$ cat config.mk
export PLATFORM = sky130hd
export DESIGN_NAME = response_control_router_flat
export DESIGN_NICKNAME = d
export VERILOG_FILES = /design/src/rtl/response_control_router_pkg.sv /design/src/rtl/response_control_router_if.sv /design/src/rtl/response_control_router_fifo.sv /design/src/rtl/response_control_router.sv /design/src/flat_wrapper.sv
export SDC_FILE = /design/constraint.sdc
export NUM_CORES = 2
export LEC_CHECK = 0
export ABC_CLOCK_PERIOD_IN_PS = 7800
export BUFFER_PORTS_ARGS = -buffer_cell sky130_fd_sc_hd__buf_2
export CELL_PAD_IN_SITES_DETAIL_PLACEMENT = 1
export CELL_PAD_IN_SITES_GLOBAL_PLACEMENT = 1
export CORE_AREA = 3 3 409 411
export CTS_BUF_LIST = sky130_fd_sc_hd__clkbuf_8
export DETAILED_ROUTE_END_ITERATION = 16
export DIE_AREA = 0 0 412 414
export PLACE_DENSITY_LB_ADDON = 0.12
export SLEW_MARGIN = 25
export SYNTH_ARGS = -nofsm -noshare
export SYNTH_HDL_FRONTEND = slang
export SYNTH_HIERARCHICAL = 1
export SYNTH_SLANG_ARGS = --single-unit
$ cat constraint.sdc
create_clock -name clock -period 7.8 [get_ports clock]
set_clock_uncertainty 0.2 [all_clocks]
set_input_delay 2.34 -clock clock [delete_from_list [all_inputs] [get_ports clock]]
set_output_delay 2.34 -clock clock [all_outputs]
set_load 0.01 [all_outputs]
$ cat src/rtl/response_control_router_pkg.sv
// Shared types for the PSL response router: raw response, tag-table line, routed entry, FSM states.
// Also holds the PSL response-code decode and the cmd_type -> channel mapping.
package response_control_router_pkg;

  localparam int PSL_TAG_W  = 8;
  localparam int CMD_TYPE_W = 3;
  localparam int CREDIT_W   = 9;

  typedef logic [CMD_TYPE_W-1:0] cmd_type_t;
  typedef logic [7:0]            psl_response_t;

  localparam cmd_type_t CMD_READ     = 3'd0;
  localparam cmd_type_t CMD_WRITE    = 3'd1;
  localparam cmd_type_t CMD_WED      = 3'd2;
  localparam cmd_type_t CMD_RESTART  = 3'd3;
  localparam cmd_type_t CMD_PREFETCH = 3'd4;

  localparam psl_response_t RESP_DONE    = 8'h00;
  localparam psl_response_t RESP_AERROR  = 8'h01;
  localparam psl_response_t RESP_DERROR  = 8'h03;
  localparam psl_response_t RESP_FAULT   = 8'h07;
  localparam psl_response_t RESP_FAILED  = 8'h08;
  localparam psl_response_t RESP_CONTEXT = 8'h0B;

  typedef struct packed {
    logic                 valid;
    logic [PSL_TAG_W-1:0] tag;
    logic                 tag_parity;
    psl_response_t        response;
    logic [CREDIT_W-1:0]  credits;
  } ResponseInterface;

  typedef struct packed {
    cmd_type_t            cmd_type;
    logic [PSL_TAG_W-1:0] tag;
  } CommandTagLine;

  typedef struct packed {
    logic                valid;
    CommandTagLine       cmd;
    psl_response_t       response;
    logic [CREDIT_W-1:0] response_credits;
  } ResponseControlLine;

  typedef enum logic [1:0] {
    IDLE   = 2'd0,
    ACTIVE = 2'd1,
    DRAIN  = 2'd2
  } RESP_ROUTER_STATE;

  // One-hot error class; bit 5 catches every non-DONE code not listed explicitly.
  function automatic logic [5:0] cmd_response_error_type(input psl_response_t r);
    logic [5:0] e;
    case (r)
      RESP_DONE:    e = 6'b000000;
      RESP_AERROR:  e = 6'b000001;
      RESP_DERROR:  e = 6'b000010;
      RESP_FAULT:   e = 6'b000100;
      RESP_FAILED:  e = 6'b001000;
      RESP_CONTEXT: e = 6'b010000;
      default:      e = 6'b100000;
    endcase
    return e;
  endfunction

  function automatic int unsigned resp_chan_index(input cmd_type_t t);
    return int'(t);
  endfunction

endpackage

$ cat src/rtl/response_control_router_if.sv
// PSL response side and per-channel consumer handshakes of the response router.
interface response_control_router_if
  import response_control_router_pkg::*;
#(
  parameter int NUM_CHANNELS = 5
) ();

  ResponseInterface        response;
  CommandTagLine           response_tag_id_in;
  logic [NUM_CHANNELS-1:0] chan_ready_in;
  logic [NUM_CHANNELS-1:0] chan_valid_out;
  ResponseControlLine      chan_response_out [NUM_CHANNELS];

  modport slave (
    input  response, response_tag_id_in, chan_ready_in,
    output chan_valid_out, chan_response_out
  );

  modport master (
    output response, response_tag_id_in, chan_ready_in,
    input  chan_valid_out, chan_response_out
  );

endinterface

$ cat src/rtl/response_control_router_fifo.sv
// Per-channel synchronous FIFO with ready/valid head, plus the shared XOR-reduce parity helper.
// A push on a full FIFO is accepted only when the head pops in the same cycle.
module response_channel_fifo
  import response_control_router_pkg::*;
#(
  parameter int DEPTH = 16
) (
  input  logic               clock,
  input  logic               rstn,
  input  logic               i_push,
  input  ResponseControlLine i_data,
  input  logic               i_ready,
  output logic               o_valid,
  output ResponseControlLine o_data,
  output logic               o_overflow
);

  localparam int PTR_W = $clog2(DEPTH);
  localparam logic [PTR_W:0] FULL_COUNT = (PTR_W + 1)'(DEPTH);

  logic [PTR_W-1:0]   r_wr_ptr;
  logic [PTR_W-1:0]   r_rd_ptr;
  logic [PTR_W:0]     r_count;
  ResponseControlLine r_mem [DEPTH];

  logic w_full;
  logic w_pop;
  logic w_write;

  assign o_valid    = (r_count != '0);
  assign w_full     = (r_count == FULL_COUNT);
  assign w_pop      = o_valid && i_ready;
  assign w_write    = i_push && (!w_full || w_pop);
  assign o_overflow = i_push && w_full && !w_pop;
  assign o_data     = o_valid ? r_mem[r_rd_ptr] : '0;

  always_ff @(posedge clock or negedge rstn) begin
    if (!rstn) begin
      r_wr_ptr <= '0;
      r_rd_ptr <= '0;
      r_count  <= '0;
    end else begin
      if (w_write) r_wr_ptr <= r_wr_ptr + 1'b1;
      if (w_pop)   r_rd_ptr <= r_rd_ptr + 1'b1;
      case ({w_write, w_pop})
        2'b10:   r_count <= r_count + 1'b1;
        2'b01:   r_count <= r_count - 1'b1;
        default: r_count <= r_count;
      endcase
    end
  end

  // Storage needs no reset; the head is masked to zero while empty.
  always_ff @(posedge clock) begin
    if (w_write) r_mem[r_wr_ptr] <= i_data;
  end

endmodule

module parity #(
  parameter int BITS = 8
) (
  input  logic [BITS-1:0] i_data,
  output logic            o_odd
);

  assign o_odd = ^i_data;

endmodule

$ cat src/rtl/response_control_router.sv
// Latches PSL responses, decodes cmd_type and routes them into per-channel FIFOs with error pulses.
// Per-channel push and drop statistics exist only with RESPONSE_CONTROL_ROUTER_STATS_EN defined.
//   state  | meaning
//   IDLE   | disabled, responses ignored
//   ACTIVE | responses accepted into the pipeline
//   DRAIN  | no new responses; waits for pipeline and FIFOs to empty
module response_control_router
  import response_control_router_pkg::*;
#(
  parameter int NUM_CHANNELS = 5,
  parameter int FIFO_DEPTH   = 16,
  parameter int TAG_W        = PSL_TAG_W
) (
  input  logic                      clock,
  input  logic                      rstn,
  input  logic                      enabled_in,
  response_control_router_if.slave  rsp_if,
  output logic [8:0]                response_error,
  output logic                      drain_done,
  output logic [1:0]                state_out
`ifdef RESPONSE_CONTROL_ROUTER_STATS_EN
  ,
  output logic [NUM_CHANNELS-1:0][31:0] chan_count_out,
  output logic [31:0]                   drop_count_out
`endif
);

  RESP_ROUTER_STATE r_state;

  logic                 r_s1_valid;
  logic [PSL_TAG_W-1:0] r_s1_tag;
  logic                 r_s1_tag_parity;
  psl_response_t        r_s1_response;
  logic [CREDIT_W-1:0]  r_s1_credits;

  logic                r_s2_valid;
  CommandTagLine       r_s2_cmd;
  psl_response_t       r_s2_response;
  logic [CREDIT_W-1:0] r_s2_credits;
  logic                r_s2_parity_err;

  logic                    w_tag_odd;
  logic                    w_unknown;
  logic                    w_all_empty;
  logic [NUM_CHANNELS-1:0] w_push;
  logic [NUM_CHANNELS-1:0] w_overflow;
  logic [NUM_CHANNELS-1:0] w_valid;
  ResponseControlLine      w_head [NUM_CHANNELS];
  ResponseControlLine      w_entry;

  parity #(.BITS(TAG_W)) u_tag_parity (
    .i_data (r_s1_tag[TAG_W-1:0]),
    .o_odd  (w_tag_odd)
  );

  assign w_unknown   = r_s2_valid &&
                       (resp_chan_index(r_s2_cmd.cmd_type) >= unsigned'(NUM_CHANNELS));
  assign w_all_empty = ~|w_valid;
  assign state_out   = r_state;

  always_comb begin
    w_entry                  = '0;
    w_entry.valid            = 1'b1;
    w_entry.cmd              = r_s2_cmd;
    w_entry.response         = r_s2_response;
    w_entry.response_credits = r_s2_credits;
  end

  // Two-stage pipeline; tag-table lookup arrives one cycle after the response and its tag is overridden.
  always_ff @(posedge clock or negedge rstn) begin
    if (!rstn) begin
      r_s1_valid      <= 1'b0;
      r_s1_tag        <= '0;
      r_s1_tag_parity <= 1'b0;
      r_s1_response   <= '0;
      r_s1_credits    <= '0;
      r_s2_valid      <= 1'b0;
      r_s2_cmd        <= '0;
      r_s2_response   <= '0;
      r_s2_credits    <= '0;
      r_s2_parity_err <= 1'b0;
      response_error  <= '0;
    end else begin
      r_s1_valid      <= rsp_if.response.valid && (r_state == ACTIVE);
      r_s1_tag        <= rsp_if.response.tag;
      r_s1_tag_parity <= rsp_if.response.tag_parity;
      r_s1_response   <= rsp_if.response.response;
      r_s1_credits    <= rsp_if.response.credits;
      r_s2_valid        <= r_s1_valid;
      r_s2_cmd.cmd_type <= rsp_if.response_tag_id_in.cmd_type;
      r_s2_cmd.tag      <= r_s1_tag;
      r_s2_response     <= r_s1_response;
      r_s2_credits      <= r_s1_credits;
      r_s2_parity_err   <= w_tag_odd ^ r_s1_tag_parity;
      response_error <= {|w_overflow,
                         w_unknown,
                         r_s2_valid & r_s2_parity_err,
                         r_s2_valid ? cmd_response_error_type(r_s2_response) : 6'd0};
    end
  end

  for (genvar c = 0; c < NUM_CHANNELS; c++) begin : g_chan
    assign w_push[c] = r_s2_valid && (resp_chan_index(r_s2_cmd.cmd_type) == unsigned'(c));
    assign rsp_if.chan_response_out[c] = w_head[c];

    response_channel_fifo #(.DEPTH(FIFO_DEPTH)) u_fifo (
      .clock      (clock),
      .rstn       (rstn),
      .i_push     (w_push[c]),
      .i_data     (w_entry),
      .i_ready    (rsp_if.chan_ready_in[c]),
      .o_valid    (w_valid[c]),
      .o_data     (w_head[c]),
      .o_overflow (w_overflow[c])
    );
  end

  assign rsp_if.chan_valid_out = w_valid;

  always_ff @(posedge clock or negedge rstn) begin
    if (!rstn) begin
      r_state    <= IDLE;
      drain_done <= 1'b0;
    end else begin
      drain_done <= 1'b0;
      case (r_state)
        IDLE:   if (enabled_in) r_state <= ACTIVE;
        ACTIVE: if (!enabled_in) r_state <= DRAIN;
        DRAIN: begin
          if (enabled_in) begin
            r_state <= ACTIVE;
          end else if (w_all_empty && !r_s1_valid && !r_s2_valid) begin
            r_state    <= IDLE;
            drain_done <= 1'b1;
          end
        end
        default: r_state <= IDLE;
      endcase
    end
  end

`ifdef RESPONSE_CONTROL_ROUTER_STATS_EN
  logic [NUM_CHANNELS-1:0][31:0] r_chan_count;
  logic [31:0]                   r_drop_count;

  always_ff @(posedge clock or negedge rstn) begin
    if (!rstn) begin
      r_chan_count <= '0;
      r_drop_count <= '0;
    end else begin
      for (int c = 0; c < NUM_CHANNELS; c++) begin
        if (w_push[c] && !w_overflow[c] && (r_chan_count[c] != 32'hFFFF_FFFF))
          r_chan_count[c] <= r_chan_count[c] + 32'd1;
      end
      if ((w_unknown || (|w_overflow)) && (r_drop_count != 32'hFFFF_FFFF))
        r_drop_count <= r_drop_count + 32'd1;
    end
  end

  assign chan_count_out = r_chan_count;
  assign drop_count_out = r_drop_count;
`endif

endmodule
$ cat src/flat_wrapper.sv
// flat-port wrapper written by rule: the top's interface ports become plain ports
module response_control_router_flat import response_control_router_pkg::*;
#(
  parameter int NUM_CHANNELS = 5,
  parameter int FIFO_DEPTH   = 16,
  parameter int TAG_W        = PSL_TAG_W
)
  (clock, rstn, enabled_in, response_error, drain_done, state_out, rsp_if_response, rsp_if_response_tag_id_in, rsp_if_chan_ready_in, rsp_if_chan_valid_out, rsp_if_chan_response_out);
  response_control_router_if #(.NUM_CHANNELS(NUM_CHANNELS)) rsp_if_i ();
  input  logic clock;
  input  logic rstn;
  input  logic enabled_in;
  output logic [8:0] response_error;
  output logic drain_done;
  output logic [1:0] state_out;
  input wire logic [$bits(rsp_if_i.response)-1:0] rsp_if_response;
  input wire logic [$bits(rsp_if_i.response_tag_id_in)-1:0] rsp_if_response_tag_id_in;
  input wire logic [$bits(rsp_if_i.chan_ready_in)-1:0] rsp_if_chan_ready_in;
  output wire logic [$bits(rsp_if_i.chan_valid_out)-1:0] rsp_if_chan_valid_out;
  output wire logic [$bits(rsp_if_i.chan_response_out)-1:0] rsp_if_chan_response_out;
  assign rsp_if_i.response = rsp_if_response;
  assign rsp_if_i.response_tag_id_in = rsp_if_response_tag_id_in;
  assign rsp_if_i.chan_ready_in = rsp_if_chan_ready_in;
  assign rsp_if_chan_valid_out = rsp_if_i.chan_valid_out;
  assign rsp_if_chan_response_out = {>>{rsp_if_i.chan_response_out}};
  response_control_router #(.NUM_CHANNELS(NUM_CHANNELS), .FIFO_DEPTH(FIFO_DEPTH), .TAG_W(TAG_W)) u_core (.clock(clock), .rstn(rstn), .enabled_in(enabled_in), .rsp_if(rsp_if_i), .response_error(response_error), .drain_done(drain_done), .state_out(state_out));
endmodule
# [Yosys cells after proc, flatten, opt, wreduce, memory -nomap -nowiden]
# Memories as Yosys holds them, arrays and structs flattened.
# Cells that the tools add are included.
[classes] bitwise=2 eq_ne=29 n_mux=30 order_cmp=1 reduce_logical=64 n_addsub=20
[op_table] cell="$mux 29" n=5
[op_table] cell="$pmux 5 s2" n=5
[op_table] cell="$add 4x1->4 const B" n=10
[op_table] cell="$pmux 6 s6" n=1
[op_table] cell="$logic_and 1x1->1" n=29
[op_table] cell="$add 5x1->5 const B" n=5
[op_table] cell="$eq 5x5->1 const B" n=5
[op_table] cell="$reduce_bool 5->1" n=5
[op_table] cell="$sub 5x1->5 const B" n=5
[op_table] cell="$eq 8x4->1 const B" n=2
[op_table] cell="$logic_not 1->1" n=13
[op_table] cell="$mux 1" n=13
[op_table] cell="$eq 2x1->1 const B" n=6
[op_table] cell="$eq 2x2->1 const B" n=6
[op_table] cell="$reduce_bool 2->1" n=5
[op_table] cell="$reduce_or 5->1" n=2
[op_table] cell="$eq 8x1->1 const B" n=1
[op_table] cell="$eq 8x2->1 const B" n=1
[op_table] cell="$eq 8x3->1 const B" n=1
[op_table] cell="$logic_not 8->1" n=1
[op_table] cell="$mux 2" n=4
[op_table] cell="$reduce_xor 8->1" n=1
[op_table] cell="$eq 3x2->1 const B" n=2
[op_table] cell="$mux 6" n=1
[op_table] cell="12 further kinds" n=17
[totals] output_inout_bits=162 register_bits=134 ram_bits=2240 n_memories=5
[mem_list] name="u_core.g_chan[0].u_fifo.r_mem" depth=16 word_bits=28 read_ports=1 rd_clocked_by_memory_dff=0 write_ports=1 line="response_control_router_fifo.sv:24" rtl="ResponseControlLine r_mem [DEPTH];"
[mem_list] name="u_core.g_chan[1].u_fifo.r_mem" depth=16 word_bits=28 read_ports=1 rd_clocked_by_memory_dff=0 write_ports=1 line="response_control_router_fifo.sv:24"
[mem_list] name="u_core.g_chan[2].u_fifo.r_mem" depth=16 word_bits=28 read_ports=1 rd_clocked_by_memory_dff=0 write_ports=1 line="response_control_router_fifo.sv:24"
[mem_list] name="u_core.g_chan[3].u_fifo.r_mem" depth=16 word_bits=28 read_ports=1 rd_clocked_by_memory_dff=0 write_ports=1 line="response_control_router_fifo.sv:24"
[mem_list] name="u_core.g_chan[4].u_fifo.r_mem" depth=16 word_bits=28 read_ports=1 rd_clocked_by_memory_dff=0 write_ports=1 line="response_control_router_fifo.sv:24"

# [Longest topological paths before layout]
[depth] depth_word=8 mapped_depth=11

# [Cells and area by module]
# Netlist, hierarchy kept.
[by_module_without_submodules] mod="response_channel_fifo" cells_per_inst=847 area_per_inst_um2=18567.8 n_inst=5 seq_area_each_um2=14258.7
[by_module_without_submodules] mod="response_control_router" cells_per_inst=112 area_per_inst_um2=1996.9 n_inst=1 seq_area_each_um2=1726.7
[by_module_without_submodules] mod="parity" cells_per_inst=7 area_per_inst_um2=61.3 n_inst=1 seq_area_each_um2=0.0

# [Worst setup path before layout]
# No wires, ideal clock.
[synth_timing] path_kind="in2reg" from="in rsp_if_chan_ready_in[4]" to="mem u_core/g_chan[4].u_fifo/r_mem[0][0] in the netlist's numbering, enable pin" t_arrival_ps=5700 path_slack_ps=1411 stages=4 n_path_buf=1 setup_ps=489 t_required_ps=7111 cell_sequence="bufbuf_16 > nand2b_1 > o21ai_1 > nor4_1"
[synth_via] elab_chain_len=5
[synth_lines] item="start, declared" line="flat_wrapper.sv:18" rtl="input wire logic [$bits(rsp_if_i.chan_ready_in)-1:0] rsp_if_chan_ready_in;"
[synth_lines] item="$logic_and 1x1->1" line="response_control_router_fifo.sv:32" rtl="assign w_pop = o_valid && i_ready;"
[synth_lines] item="$logic_or 1x1->1" line="response_control_router_fifo.sv:33" rtl="assign w_write = i_push && (!w_full || w_pop);"
[synth_lines] item="$logic_and 1x1->1" line="response_control_router_fifo.sv:33"
[synth_lines] item="$mux 1" line="response_control_router_fifo.sv:55" rtl="if (w_write) r_mem[r_wr_ptr] <= i_data;"
[synth_lines] item="$mux 1 (not written as such)" line="response_control_router_fifo.sv:55"
[synth_lines] item="end, declared" line="response_control_router_fifo.sv:24"
# No other way between the ends.

# [Worst setup path in the final report]
[layout_timing] from="reg u_core.g_chan[4].u_fifo.r_rd_ptr[1]" to="out rsp_if_chan_response_out[26]"
[layout_via] elab_chain_len=2
[layout_lines] item="start, declared" line="response_control_router_fifo.sv:22" rtl="logic [PTR_W-1:0] r_rd_ptr;"
[layout_lines] item="start signal, assigned" line="response_control_router_fifo.sv:44" rtl="if (w_pop) r_rd_ptr <= r_rd_ptr + 1'b1;"
[layout_lines] item="$mem_v2 16x28"
[layout_lines] item="$mux 29" line="response_control_router_fifo.sv:35" rtl="assign o_data = o_valid ? r_mem[r_rd_ptr] : '0;"
[layout_lines] item="end, declared" line="flat_wrapper.sv:20" rtl="output wire logic [$bits(rsp_if_i.chan_response_out)-1:0] rsp_if_chan_response_out;"
# No other way between the ends.

==> metrics.yaml <==
sta:
  setup_ws_ns: 1.19
  slew_headroom_pct: 22.0
  hold_viol: 0
  slew_violations: 0
  fmax_mhz: 151
  period_needed_ns: 6.61
  finalCritPeriodShare_pct: 84.7
  worst_pin_slew_ns: 1.15
  rsz0062_at_grt: "no"
  setup_viol_count_final: 0
  setup-tns-final_ns: 0
  hold_ws_ns: 0.145
power_and_ir_drop:
  report.power.total_mw: 35.9
  peakVddDrop_uv: 304
  power_density_nw_per_um2: 335
  p_leak_nw: 35.2
clocking:
  path_clk_slew_ns: 0.06
  clock-sinks: 2454
  clk_latency_ns: 1.07
  root_buffer: "clkbuf_8"
  cts_htree_levels: 5
  ctsHoldBuffers: 0
  clock_path_buffers: 4
  postCtsSetupBuffers: 0
  cts_tree: "yes"
  numCtsBuffers: 400
  cts_resized: 0
synthesis:
  post-synth-top-area-cell: "edfxtp_1"
  syn_area_um2: 94900
  synth_top_area_share_pct: 73.4
  ys_ff_latch: 2454
  synth_area_per_cell_um2: 21.8
  ys_seq_area_share_pct: 76.9
  synth_edf_count: 2320
  ys_async_sr_fraction_pct: 5.46
  synthCells: 4354
  yosys_warnings: 6
  yosysMostFrequentCell: "edfxtp_1"
  synth_cell_type_count: 55
  ys_top_cells_by_area: "edfxtp_1, mux4_2, dfrtp_1"
  ys.flop_type: "edfxtp_1"
  ys_top_cells_by_count: "edfxtp_1, mux4_2, nand3_1"
setup_path:
  crit_type: "reg2out"
  startpoint: "u_core/g_chan[4].u_fifo/r_rd_ptr[1]"
  crit_path_end: "rsp_if_chan_response_out[26]"
  worst_ep_required_time_ns: 5.26
  worstPathMaxFanout: 39
  end_kind: "output port"
  start_kind: "flip-flop"
  timing.rr.start: "u_core/r_s2_cmd[10]"
  r2r_end: "u_core/g_chan[1].u_fifo/r_mem[5][17]"
  reg2reg_depth: 7
  critical_path_arrival_ns: 4.07
  rrSetupSlack_ns: 3.32
global_routing:
  overflow: 0
  grt_max_degree: 112
  track_usage_pct: 28.5
  first_global_vias: 50900
  grt_antenna_before_repair: 14
  grt_pass1_wl_um: 352000
floorplanning:
  dieArea_um2: 171000
  die_h_um: 414
  ios: 208
  rows: 149
  initial_core_util_pct: 57.7
  die_w_um: 412
  core-area_um2: 164000
run_status:
  status: "complete, no violations"
cells_and_area:
  final_nets: 5018
  area_growth_pct: 12.8
  fillers: 13500
  utilization_pct: 65.1
  drive_gt1_share_pct: 29.5
  final_cells: 7429
  stdcell_area_um2: 107000
place:
  io_buffers: 199
  pre_cts_ws_ns: 2.26
  hpwlAfterDp_um: 133000
  place_area_um2: 99500
  gp_congestion: 0.763
  dp.cells: 6703
detailed_routing:
  antenna_left: 0
  initialDrtViolationCount: 5618
  firstDrtPassIters: 6
  drcViolationCount: 0
  wl_um: 242000
  vias: 47700
  avgRoutedWirePerCell_um: 32.5
  routed_via_density: 6.42
worst_hold_path:
  worst_hold_path_type: "reg2reg"
flow_run:
  drv_cap: 0
==> logic make-up (layout without fill, tap and decap cells) <==
group / count (synthesis) / after routing / synth area share [%]
other: 1 / 83 / 0.00395
and+or+nand+nor: 548 / 548 / 3.13
DFF: 2454 / 2454 / 76.9
adders and majority gates: 35 / 35 / 0.461
buffers and inverters: 302 / 1106 / 1.56
AOI/OAI and AO/OA: 216 / 216 / 1.87
xor gates and xnor gates: 53 / 53 / 0.489
muxes: 745 / 745 / 15.5
==> critical path, stage by stage (launching register included) <==
cell and delay (ns):
dfrtp_4 0.89, buf_4 0.42, mux4_2 0.28, mux2i_1 0.15, o311ai_1 0.94, buf_2 0.29
==> cell usage in the layout, fill, tap and decap left out, drive strengths merged, types with 6 or more instances in the layout <==
cell and instances:
edfxtp 2320, mux4 580, clkbuf 418, buf 362, nand3 305, inv 203
mux2i 155, o311ai 145, dfrtp 134, clkinv 113, conb 80, and2 46
xnor2 41, nor2 41, ha 35, nor4 27, nand2 26, o21ai 21
nand2b 17, nor3 16, nor3b 12, xor2 12, a21oi 12, or2 12
and3 10, o21a 10, mux2 10, bufinv 6, nand3b 6, or4 6
==> how the worst min path moves through the flow <==
stage / from / to / slack, ns / depth (start not counted)
CTS: u_core/r_s1_credits[6] / u_core/r_s2_credits[6] / 0.15 / 0
global route: u_core/r_s1_credits[6] / u_core/r_s2_credits[6] / 0.16 / 0
global placement: u_core/r_s1_credits[1] / u_core/r_s2_credits[1] / 0.13 / 0
floorplan: u_core/r_s1_credits[0] / u_core/r_s2_credits[0] / 0.13 / 0
detailed placement: u_core/r_s1_credits[1] / u_core/r_s2_credits[1] / 0.14 / 0
finish: u_core/r_s1_credits[6] / u_core/r_s2_credits[6] / 0.15 / 0
==> state kept, by name (all words and copies together), names as in the netlist, 9 cells and up <==
register	count
u_core/g_chan.u_fifo/r_count	25
u_core/g_chan.u_fifo/r_mem	2320
u_core/g_chan.u_fifo/r_rd_ptr	20
u_core/g_chan.u_fifo/r_wr_ptr	20
u_core/r_s1_credits	9
u_core/r_s2_cmd	11
u_core/r_s2_credits	9
u_core/response_error	9
==> layer usage <==
layer	track usage, %	wire length [µm]	vias to the layer above
met5	0	17	-
met4	8.46	6570	2
met3	5.75	19300	416
met2	45.6	120000	2288
met1	40.5	95700	25500
li1	-	-	19500
==> cell type report <==
class	instances	area (µm²)	area share, %
flip-flops and latches	2454	73200	68.3
clock inverters	285	1310	1.22
clock buffers	417	5740	5.36
diodes	3	7.51	0.00701
well taps	2189	2740	2.56
multi-input cells	1677	21000	19.6
repair buffers	363	2920	2.73
inverters	41	154	0.144
==> power by group <==
group,internal [mW],switching (mW)
sequential,14.7,1.11
combinational,4.55,5.49
clock,5.11,4.93
total,24.3,11.5
Power figures use the tool's default switching activity.
